File: config.mk
export PLATFORM = sky130hd
export DESIGN_NAME = mips_multicycle_ctrl
export DESIGN_NICKNAME = d
export VERILOG_FILES = /design/src/rtl/mips_multicycle_ctrl.sv
export SDC_FILE = /design/constraint.sdc
export NUM_CORES = 1
export LEC_CHECK = 0
export ABC_AREA = 1
export BUFFER_PORTS_ARGS = -buffer_cell sky130_fd_sc_hd__buf_4
export CAP_MARGIN = 5
export CORE_MARGIN = 5
export CORE_UTILIZATION = 40
export CTS_BUF_LIST = sky130_fd_sc_hd__clkbuf_4
export DETAILED_ROUTE_END_ITERATION = 7
export GPL_ROUTABILITY_DRIVEN = 1
export PLACE_DENSITY = 0.68
export REMOVE_ABC_BUFFERS = 1
export SETUP_SLACK_MARGIN = 0.1
export SLEW_MARGIN = 25
export SYNTH_ARGS = -nofsm -noshare
export SYNTH_HDL_FRONTEND = slang
export SYNTH_SLANG_ARGS = --single-unit
File: constraint.sdc
create_clock -name clk -period 4.25 [get_ports clk]
set_input_delay 0.6375 -clock clk [delete_from_list [all_inputs] [get_ports clk]]
set_output_delay 0.6375 -clock clk [all_outputs]
set_load 0.05 [all_outputs]
File: src/rtl/mips_multicycle_ctrl.sv
// Multicycle MIPS control FSM: drives datapath enables/selects per state with a timed memory handshake.
// Define JAL_EN to decode OP_JAL into the jump-and-link state; otherwise it is flagged illegal.
module mips_multicycle_ctrl #(
   parameter int              OP_W     = 6,
   parameter logic [OP_W-1:0] OP_RTYPE = 6'h00,
   parameter logic [OP_W-1:0] OP_LW    = 6'h23,
   parameter logic [OP_W-1:0] OP_SW    = 6'h2B,
   parameter logic [OP_W-1:0] OP_BEQ   = 6'h04,
   parameter logic [OP_W-1:0] OP_BNE   = 6'h05,
   parameter logic [OP_W-1:0] OP_J     = 6'h02,
   parameter logic [OP_W-1:0] OP_ADDI  = 6'h08,
   parameter logic [OP_W-1:0] OP_JAL   = 6'h03,
   parameter int              TMO_W    = 4
) (
   input  logic            clk,
   input  logic            rst_n,
   input  logic [OP_W-1:0] op,
   input  logic            mem_ready,
   output logic            pc_write,
   output logic            pc_write_cond,
   output logic            pc_write_cond_n,
   output logic            i_or_d,
   output logic            mem_read,
   output logic            mem_write,
   output logic            mem_to_reg,
   output logic            ir_write,
   output logic [1:0]      pc_source,
   output logic [1:0]      alu_op,
   output logic            alu_src_a,
   output logic [1:0]      alu_src_b,
   output logic            reg_write,
   output logic            reg_dst,
   output logic            link,
   output logic            illegal_op,
   output logic            mem_timeout,
   output logic [3:0]      state
);

   typedef enum logic [3:0] {
      S_RST    = 4'd0,
      S_FETCH  = 4'd1,
      S_DECODE = 4'd2,
      S_MEMADR = 4'd3,
      S_MEMRD  = 4'd4,
      S_MEMWB  = 4'd5,
      S_MEMWR  = 4'd6,
      S_EXEC   = 4'd7,
      S_RWB    = 4'd8,
      S_BRANCH = 4'd9,
      S_JUMP   = 4'd10,
      S_ADDIEX = 4'd11,
      S_ADDIWB = 4'd12
`ifdef JAL_EN
      ,
      S_JAL    = 4'd13
`endif
   } state_t;

   localparam logic [TMO_W-1:0] CNT_MAX  = '1;
   // The cycle that would bring the count to CNT_MAX is the last one allowed.
   localparam logic [TMO_W-1:0] CNT_LAST = CNT_MAX - 1'b1;

   state_t           state_q, state_d;
   logic [TMO_W-1:0] cnt_q, cnt_d;
   logic             waiting;

   always_ff @(posedge clk) begin
      if (!rst_n) begin
         state_q <= S_RST;
         cnt_q   <= '0;
      end else begin
         state_q <= state_d;
         cnt_q   <= cnt_d;
      end
   end

   always_comb begin
      state_d         = state_q;
      cnt_d           = cnt_q;
      waiting         = 1'b0;
      pc_write        = 1'b0;
      pc_write_cond   = 1'b0;
      pc_write_cond_n = 1'b0;
      i_or_d          = 1'b0;
      mem_read        = 1'b0;
      mem_write       = 1'b0;
      mem_to_reg      = 1'b0;
      ir_write        = 1'b0;
      pc_source       = 2'b00;
      alu_op          = 2'b00;
      alu_src_a       = 1'b0;
      alu_src_b       = 2'b00;
      reg_write       = 1'b0;
      reg_dst         = 1'b0;
      link            = 1'b0;
      illegal_op      = 1'b0;
      mem_timeout     = 1'b0;

      case (state_q)
         S_RST: state_d = S_FETCH;
         S_FETCH: begin
            waiting   = 1'b1;
            mem_read  = 1'b1;
            alu_src_b = 2'b01;
            ir_write  = mem_ready;
            pc_write  = mem_ready;
            if (mem_ready) state_d = S_DECODE;
         end
         S_DECODE: begin
            alu_src_b = 2'b11;
            case (op)
               OP_RTYPE:     state_d = S_EXEC;
               OP_LW, OP_SW: state_d = S_MEMADR;
               OP_BEQ,
               OP_BNE:       state_d = S_BRANCH;
               OP_J:         state_d = S_JUMP;
               OP_ADDI:      state_d = S_ADDIEX;
`ifdef JAL_EN
               OP_JAL:       state_d = S_JAL;
`else
               OP_JAL: begin
                  illegal_op = 1'b1;
                  state_d    = S_FETCH;
               end
`endif
               default: begin
                  illegal_op = 1'b1;
                  state_d    = S_FETCH;
               end
            endcase
         end
         S_MEMADR: begin
            alu_src_a = 1'b1;
            alu_src_b = 2'b10;
            state_d   = (op == OP_LW) ? S_MEMRD : S_MEMWR;
         end
         S_MEMRD: begin
            waiting  = 1'b1;
            mem_read = 1'b1;
            i_or_d   = 1'b1;
            if (mem_ready) state_d = S_MEMWB;
         end
         S_MEMWB: begin
            mem_to_reg = 1'b1;
            reg_write  = 1'b1;
            state_d    = S_FETCH;
         end
         S_MEMWR: begin
            waiting   = 1'b1;
            mem_write = 1'b1;
            i_or_d    = 1'b1;
            if (mem_ready) state_d = S_FETCH;
         end
         S_EXEC: begin
            alu_src_a = 1'b1;
            alu_op    = 2'b10;
            state_d   = S_RWB;
         end
         S_RWB: begin
            reg_dst   = 1'b1;
            reg_write = 1'b1;
            state_d   = S_FETCH;
         end
         S_BRANCH: begin
            alu_src_a       = 1'b1;
            alu_op          = 2'b01;
            pc_source       = 2'b01;
            pc_write_cond   = (op == OP_BEQ);
            pc_write_cond_n = (op == OP_BNE);
            state_d         = S_FETCH;
         end
         S_JUMP: begin
            pc_write  = 1'b1;
            pc_source = 2'b10;
            state_d   = S_FETCH;
         end
         S_ADDIEX: begin
            alu_src_a = 1'b1;
            alu_src_b = 2'b10;
            state_d   = S_ADDIWB;
         end
         S_ADDIWB: begin
            reg_write = 1'b1;
            state_d   = S_FETCH;
         end
`ifdef JAL_EN
         S_JAL: begin
            pc_write  = 1'b1;
            pc_source = 2'b10;
            reg_write = 1'b1;
            link      = 1'b1;
            state_d   = S_FETCH;
         end
`endif
         default: state_d = S_RST;
      endcase

      // Abort a stalled access back to FETCH; a same-cycle mem_ready wins.
      if (waiting && !mem_ready && (cnt_q == CNT_LAST)) begin
         mem_timeout = 1'b1;
         state_d     = S_FETCH;
      end

      if ((state_d != state_q) || mem_timeout)
         cnt_d = '0;
      else if (waiting && !mem_ready && (cnt_q != CNT_MAX))
         cnt_d = cnt_q + 1'b1;
   end

   assign state = state_q;

endmodule

==> out/metrics.yaml <==
critical_path:
  cp_top_family: "simple AND/OR/NAND/NOR gates"
  critPathCaptureType: "primary output"
  cp_num_buf_inv: 4
  worstSetupStartpoint: "state[1]$_SDFF_PN0_"
  slowest_stage: "or4_1"
  crit_arrival_ns: 1.78
  cp_num_cells: 7
  worstSetupPathType: "flip-flop to primary output"
  rr_worst_depth: 12
  path_cells: "inv_2, nand2_1, inv_1, nand2_2, inv_1, or4_1, buf_4"
  crit_path_max_incr_delay_ns: 0.51
  timing.rr.start: "state[1]$_SDFF_PN0_"
  crit_top_cell: "inv_1"
  worst_ep_required_time_ns: 3.61
  crit_path_max_fanout: 5
  worst_setup_path_start_kind: "flip-flop"
floorplanning:
  fp.dieW_um: 56.0
  rows: 16
  die_area_mm2: 0.00314
  initial_core_util_pct: 42.7
  fp.coreArea_mm2: 0.00198
  fp.dieH_um: 56.0
  ios: 33
layout:
  regArea_um2: 160
  layout-drive-gt1-share_pct: 32.6
  fin_area_mm2: 0.00113
  nets: 197
  final_common_cell: "buf_4"
  final_util_pct: 56.9
  antenna_cells: 0
  final_cell_mix: "31 x buf_4, 30 x nor2_1, 28 x nand2_1, 24 x inv_1, 14 x nand3_1"
  nFillCells: 219
  synthToLayoutAreaGrowth_pct: 33.2
  multi_input_area_um2: 567
yosys:
  ys_types: 23
  netlist_instances: 151
  synth.avg_cell_area_um2: 5.61
  synth.ff_latch_count: 8
  ys_warn_count: 0
  synth_seq_area_share_pct: 18.9
  syn_area_um2: 847
cts:
  cts.clk_slew.worst_paths_ns: 0.06
  h-tree-depth: 1
  clock-root-buffer: "clkbuf_4"
  cts_hold_buf: 0
  cts_tree: "built"
  clockBufferDepth: 2
  cts_setup_buffers: 0
  cts_buffers: 3
  cts_resized: 0
  cts.sinks: 8
  clkLatencyLatePin_ns: 0.25
grt:
  grt_usage_pct: 14.0
  grt_pass1_wl_um: 3710
  antenna_found_initial: 0
  grt_pass1_vias: 911
  grt_max_degree: 9
  grt_overflow: 0
flow_run:
  maxCapViolations: 0
timing:
  fmaxAchievable_mhz: 414
  setup-tns-final_ns: 0
  rsz0062_at_grt: "false"
  drv_slew: 0
  finalSetupViolations: 0
  period_minus_slack_ns: 2.42
  hold_viol_final: 0
  fin_skew_ns: 0.00673
  fin_crit_sh_pct: 56.8
detailed_routing:
  routedWlPerCell_um: 10.1
  drt-total-wl_um: 2130
  drtAntennaViolNets: 0
  drc: 0
  vias: 968
  first_pass_iters: 4
  viasPerCell: 4.59
  drtIter0Drc: 17
placed_design:
  io_buffers: 31
  dpl_cell_area_mm2: 0.00111
  gp_congestion: 0.820
  post-dp-hpwl_um: 1860
run_status:
  status: "finished clean"
hold_path:
  holdPathStages: 3
  min_path_type: "flip-flop to flip-flop"
  min_from: "cnt_q[3]$_SDFFE_PP0P_"
power_and_ir_drop:
  p_leak_nw: 0.665
  p_per_area_mw_per_mm2: 241
  ir_drop_uv: 249
[final timing paths]
check	to	slack, ns
hold reg to reg	cnt_q[3]$_SDFFE_PP0P_	0.58
hold / removal	cnt_q[3]$_SDFFE_PP0P_	0.58
setup / recovery	alu_src_a	1.83
setup reg to reg	cnt_q[2]$_SDFFE_PP0P_	2.64
[sequential cells by signal, summed over array words and instances, names as in the netlist]
signal  flops
state       4
cnt_q       4
[cells in the mapped netlist (all sizes together)]
master  instances  share of area, %
xor2            2               2.1
conb            1              0.44
or4             1              0.89
o21ai           6               3.5
dfxtp           8                19
inv            30                13
nor2           38                20
xnor2           1               1.0
buf             1              0.89
nand2          38                21
nand4           1              0.74
nor3            2               1.2
nand3          16                11
a21oi           2               1.2
ha              2               3.0
nor4            2               1.5
[report_power, final]
group | switching [mW] | internal [mW]
combinational | 0.0904 | 0.0385
clock | 0.0265 | 0.0324
sequential | 0.00593 | 0.0784
[cell type report]
cell class | count | area share [%]
Multi-Input combinational cell | 112 | 50.2
Timing Repair Buffer | 31 | 20.6
Sequential cell | 8 | 14.2
Inverter | 30 | 9.98
Tap cell | 27 | 2.99
Clock buffer | 3 | 2.00
[cell families after synthesis]
kind of cell / synth area share (%)
DFF: 18.9
xor gates and xnor gates: 3.10
buffers and inverters: 14.2
adders and majority gates: 2.95
other: 0.443
and+or+nand+nor: 55.7
AOI/OAI and AO/OA: 4.73
[tightest hold or removal path: stages, from the launching register on]
cell,delay [ns]
dfxtp_1,0.37
xor2_1,0.08
inv_1,0.05
nor2_1,0.03
[per-stage QoR]
step | setup WS [ns] | power, mW | hold WS (ns) | std cells
2_1_floorplan | 1.06 | 0.179 | 0.523 | 150
3_3_place_gp | 2.07 | 0.214 | 0.563 | 208
3_5_place_dp | 2.03 | 0.216 | 0.572 | 208
4_1_cts | 1.82 | 0.275 | 0.581 | 211
5_1_grt | 1.73 | 0.293 | 0.636 | 211
6_report | 1.83 | 0.272 | 0.579 | 211
[per-layer routing]
| layer | vias up | track usage [%] | share of wire, % | wire, µm |
|---|---|---|---|---|
| met5 | - | 0 | 0 | 0 |
| met4 | 0 | 0 | 0 | 0 |
| met3 | 0 | 5.10 | 7.3 | 156 |
| met2 | 24 | 24.7 | 49 | 1040 |
| met1 | 417 | 17.3 | 44 | 934 |
| li1 | 527 | - | - | - |
No activity file was read; power rests on OpenSTA's default activity.
